<file path="config.mk">
export PLATFORM = sky130hd
export DESIGN_NAME = snake_head_stepper
export DESIGN_NICKNAME = d
export VERILOG_FILES = /design/src/rtl/snake_head_stepper.sv
export SDC_FILE = /design/constraint.sdc
export NUM_CORES = 1
export LEC_CHECK = 0
export ABC_AREA = 1
export BUFFER_PORTS_ARGS = -buffer_cell sky130_fd_sc_hd__buf_2
export CAP_MARGIN = 20
export CORE_ASPECT_RATIO = 0.8
export CORE_MARGIN = 1
export CORE_UTILIZATION = 53
export CTS_CLUSTER_DIAMETER = 30
export DETAILED_ROUTE_END_ITERATION = 12
export MAX_ROUTING_LAYER = met4
export PLACE_DENSITY = 0.8
export SYNTH_ARGS = -nofsm -noshare
export SYNTH_HDL_FRONTEND = slang
export SYNTH_SLANG_ARGS = --single-unit
</file>
<file path="constraint.sdc">
create_clock -name updateCLK -period 2.65 [get_ports updateCLK]
set_input_delay 0.3975 -clock updateCLK [delete_from_list [all_inputs] [get_ports updateCLK]]
set_output_delay 0.3975 -clock updateCLK [all_outputs]
set_load 0.01 [all_outputs]
</file>
<file path="src/rtl/snake_head_stepper.sv">
// Snake head position stepper: IDLE/RUN/DEAD control, 2-deep turn queue, bounded move per game tick.
// Optional build macro SNAKE_WRAP_EN: wrap around the play field instead of dying at a wall.
module snake_head_stepper #(
  parameter int STEP = 10,
  parameter int X0   = 150,
  parameter int Y0   = 150,
  parameter int XMIN = 10,
  parameter int XMAX = 620,
  parameter int YMIN = 10,
  parameter int YMAX = 460
) (
  input  logic       updateCLK,
  input  logic       reset,
  input  logic [2:0] dir_in,
  input  logic       restart,
  output logic [9:0] head_x,
  output logic [8:0] head_y,
  output logic [1:0] heading,
  output logic       moving,
  output logic       dead,
  output logic       step_strobe,
  output logic [1:0] q_count
);

  localparam logic [1:0] S_IDLE = 2'd0;
  localparam logic [1:0] S_RUN  = 2'd1;
  localparam logic [1:0] S_DEAD = 2'd2;

  localparam logic [1:0] H_UP    = 2'b00;
  localparam logic [1:0] H_LEFT  = 2'b01;
  localparam logic [1:0] H_DOWN  = 2'b10;

  localparam logic signed [10:0] STEP_S = 11'(STEP);
  localparam logic signed [10:0] XMIN_S = 11'(XMIN);
  localparam logic signed [10:0] XMAX_S = 11'(XMAX);
  localparam logic signed [10:0] YMIN_S = 11'(YMIN);
  localparam logic signed [10:0] YMAX_S = 11'(YMAX);

  logic [1:0] state, state_n;
  logic [2:0] last_dir;
  logic [1:0] q0, q1, q0_n, q1_n, cnt_n;
  logic [9:0] head_x_n;
  logic [8:0] head_y_n;
  logic [1:0] heading_n;
  logic       strobe_n;

  logic              key_event, pop, accept, off_field;
  logic [1:0]        key, pop_hd, e0, e1, cnt_p, cmp;
  logic signed [10:0] cur_x, cur_y, nx, ny;

  assign key       = dir_in[1:0];
  assign key_event = !dir_in[2] && (dir_in != last_dir);
  assign moving    = (state == S_RUN);
  assign dead      = (state == S_DEAD);

  // NOTE: every signal driven here gets a default first, so no path leaves it unassigned (no latches).
  always_comb begin
    pop    = (q_count != 2'd0);
    pop_hd = pop ? q0 : heading;
    cnt_p  = q_count - {1'b0, pop};
    e0     = pop ? q1 : q0;
    e1     = q1;
    // Turns are judged against the last direction the snake will actually be facing.
    cmp    = (cnt_p == 2'd0) ? pop_hd : ((cnt_p == 2'd1) ? e0 : e1);
    accept = key_event && (cnt_p != 2'd2) && (key != cmp) && (key != {~cmp[1], cmp[0]});

    cur_x = $signed({1'b0, head_x});
    cur_y = $signed({2'b00, head_y});
    nx    = cur_x;
    ny    = cur_y;
    case (pop_hd)
      H_UP:    ny = cur_y - STEP_S;
      H_LEFT:  nx = cur_x - STEP_S;
      H_DOWN:  ny = cur_y + STEP_S;
      default: nx = cur_x + STEP_S;
    endcase
    off_field = (nx < XMIN_S) || (nx > XMAX_S) || (ny < YMIN_S) || (ny > YMAX_S);

    state_n   = state;
    head_x_n  = head_x;
    head_y_n  = head_y;
    heading_n = heading;
    q0_n      = q0;
    q1_n      = q1;
    cnt_n     = q_count;
    strobe_n  = 1'b0;

    if (restart) begin
      state_n   = S_IDLE;
      head_x_n  = 10'(X0);
      head_y_n  = 9'(Y0);
      heading_n = H_UP;
      q0_n      = 2'b00;
      q1_n      = 2'b00;
      cnt_n     = 2'd0;
    end else begin
      case (state)
        S_IDLE: begin
          if (key_event) begin
            heading_n = key;
            state_n   = S_RUN;
          end
        end
        S_RUN: begin
          heading_n = pop_hd;
          q0_n      = e0;
          q1_n      = e1;
          cnt_n     = cnt_p;
          if (accept) begin
            if (cnt_p == 2'd0) q0_n = key;
            else               q1_n = key;
            cnt_n = cnt_p + 2'd1;
          end
`ifdef SNAKE_WRAP_EN
          head_x_n = (nx < XMIN_S) ? 10'(XMAX) : (nx > XMAX_S) ? 10'(XMIN) : nx[9:0];
          head_y_n = (ny < YMIN_S) ? 9'(YMAX)  : (ny > YMAX_S) ? 9'(YMIN)  : ny[8:0];
          strobe_n = 1'b1;
`else
          if (off_field) begin
            state_n = S_DEAD;
          end else begin
            head_x_n = nx[9:0];
            head_y_n = ny[8:0];
            strobe_n = 1'b1;
          end
`endif
        end
        default: ;
      endcase
    end
  end

  // NOTE: sequential state uses non-blocking assignments; reset is asynchronous so it sits in the sensitivity list.
  always_ff @(posedge updateCLK or posedge reset) begin
    if (reset) begin
      state       <= S_IDLE;
      last_dir    <= 3'b111;
      head_x      <= 10'(X0);
      head_y      <= 9'(Y0);
      heading     <= H_UP;
      q0          <= 2'b00;
      q1          <= 2'b00;
      q_count     <= 2'd0;
      step_strobe <= 1'b0;
    end else begin
      state       <= state_n;
      last_dir    <= dir_in;
      head_x      <= head_x_n;
      head_y      <= head_y_n;
      heading     <= heading_n;
      q0          <= q0_n;
      q1          <= q1_n;
      q_count     <= cnt_n;
      step_strobe <= strobe_n;
    end
  end

  // off_field only steers the state in the default build.
  logic unused_ok;
  assign unused_ok = off_field;

endmodule
</file>
==> results.toml <==
[layout]
post-route-util_pct = 72.33
fin_nets = 482
antenna_cells = 0
layout_common_cells = "115 x nand2_1, 51 x inv_1, 33 x nor2_1"
area_delta_synth_final_pct = 29.06
layout_commonest_cell = "nand2_1"
drive_above_1_share_pct = 32.14

[clocking]
htreeDepth = 2
path_clk_slew_ps = 70
cts.sinks = 31
cts_inserted_buffers = 5
clock_path_buffers = 2
cts_root_buffer = "clkbuf_8"
cts_hold_buf = 0
clock_latency_ps = 290
cts_tree = "yes"

[die]
core_sq_um = 4679
dieHeight_um = 64.92
ios = 32
die-width_um = 80.65
row_count = 22
start_util_pct = 56.04
die_area_sq_um = 5235

[placement]
hpwl_mm = 5.289
io_buffer_count = 29
gp_congestion = 0.8999

[routing]
drc = 0
routed_wl_mm = 7.541
routed_via_density = 5.722
dr_total_vias = 3050
wl_per_cell_um = 14.15
detail-route-antenna-nets = 0
drt_first_pass_iters = 5
drtIter0Drc = 285

[setup_path]
critPathCaptureType = "flip-flop"
start_kind = "flip-flop"
r2r-end = "head_x[1]"
path_max_fanout = 10
crit_arrival_ps = 2940
ff2ff_path_depth = 21
required_ps = 2880
critPathKind = "reg2reg"
r2r_start = "q_count[1]"
regToRegSetupSlack_ps = -70

[global_route]
gr-usage-met3_pct = 5.493
track_usage_pct = 30.48
antenna_found_initial = 0
first_global_vias = 2705
grt_overflow = 0
gr-usage-met1_pct = 39.28
grt_pass1_wl_mm = 12.12
grt_max_degree = 24
grt-busiest-layer = "met2"
grt_use_met2_pct = 49.68

[sta]
hold_viol = 0
rsz0062_at_grt = "yes"
setup_viol = 19
fin_crit_ps = 2716
relSlewSlack_pct = 55.87
setup_ws_ps = -66.27
slew_violations = 0
timing.fmax_mhz = 368.2
fin_skew_ps = 9.163
worst_slew_pin_slew_ps = 653.3
fin_crit_sh_pct = 102.5

[run]
cap_violations = 0

[run_status]
status = "complete, but fails checks"
violations = "setup timing"

[synth]
seq_area_frac_synth_pct = 30.10
synth.distinct_cells = 38
yosys_warnings = 0
syn_area_sq_um = 2623
syn_avg_cell_area_sq_um = 6.335
syn_inst = 414
ys_ff_latch = 31

[power]
power_leakage_nw = 1.753
peakVddDrop_mv = 0.8452
fin_total_pwr_mw = 5.117
power_density_nw_per_um2 = 1512

[hold_path]
min_path_type = "in2async"
==> where the power goes <==
group	switching, mW	total (mW)	internal, mW
registers	0.266	0.949	0.683
logic	2.25	3.75	1.49
clock network	0.184	0.421	0.236
==> critical path, stage by stage (launching register included) <==
cell	delay, ps
dfrtp_2	460
nor2_4	160
nand2_2	90
nand2_4	100
nand2_4	80
ha_4	280
nand2_2	40
nand3b_1	180
nand2_2	140
nand2_2	80
nand2_2	80
nand2_1	50
nand2_1	50
nand2_1	60
nand2_2	110
nand3_2	110
nor2_4	110
nor2_4	50
nand2_4	110
buf_8	150
nand3_1	70
nand2_1	90
==> cell families after synthesis <==
family / Yosys count / share of synthesized area, %
AOI/OAI and AO/OA: 52 / 11.59
xor gates and xnor gates: 8 / 2.671
adders and majority gates: 4 / 1.908
other: 1 / 0.1430
DFF: 31 / 30.11
buffers and inverters: 71 / 11.40
and+or+nand+nor: 247 / 42.18
==> Yosys cell counts, drive strengths merged <==
master	number	area share, %
a21oi	9	1.7
xnor2	4	1.3
nor2	41	6.7
or2	1	0.24
o22ai	2	0.48
dfrtp	20	19
xor2	4	1.3
ha	4	1.9
nor3b	1	0.29
o41ai	3	1.0
clkinv	1	0.14
nand3b	3	0.86
a22oi	1	0.29
nand4	9	2.1
o211ai	3	0.86
inv	55	7.9
o21ai	31	6.3
buf	8	2.4
dfstp	11	11
nor4	1	0.24
conb	1	0.14
nand3	49	10
nor3	2	0.38
o221ai	1	0.33
a311oi	1	0.33
a31oi	1	0.24
clkbuf	7	1.0
nand2	140	21
==> flip-flops by register name, indices dropped and copies added, names as in the netlist <==
signal,count
head_y,8
state,2
head_x,9
q0,2
last_dir,3
q_count,2
heading,2
e1,2
step_strobe,1
==> through the flow <==
step	instance area (sq um)	setup TNS (ps)	hold slack [ps]	cells	setup slack [ps]
finish	3385	-1010	122.1	533	-66.27
global placement	3039	-1264	423.7	518	-106.9
CTS	3261	-0.9321	134.2	529	-0.9321
global route	3385	-3546	152.5	533	-205.2
floorplan	2694	-613.1	402.0	415	-46.77
detailed placement	3039	-3073	446.2	518	-195.7
==> layout make-up <==
class	instances	area, sq um
fillers	373	1295
clock inverters	1	7.507
well taps	60	75.07
inverters	56	210.2
repair buffers	65	445.4
multi-input cells	313	1758
flip-flops and latches	31	792.0
clock buffers	7	96.34
==> layer usage <==
metal / part of all wire [%] / up-vias / routed length (um)
met3: 9.1 / 27 / 684
li1: - / 1442 / -
met1: 42 / 1414 / 3197
met2: 46 / 167 / 3496
met5: 0 / - / 0
met4: 2.1 / 0 / 162
==> how the worst max path moves through the flow <==
stage | end | startpoint | depth (start not counted)
CTS | state[0] | q_count[1] | 19
global route | head_y[7] | q_count[1] | 22
global placement | state[0] | q_count[0] | 22
floorplan | head_y[3] | q_count[0] | 23
finish | head_x[1] | q_count[1] | 21
detailed placement | state[0] | q_count[1] | 22
==> repair_timing <==
| action | 4_1_cts | 5_1_grt |
|---|---|---|
| buffers inserted | 3 | 4 |
| endpoints found under the setup margin | 20 | 20 |
| resized for setup | 27 | 24 |
| pin swaps | 12 | 10 |
Note: power is estimated with default switching activity, not from simulation.
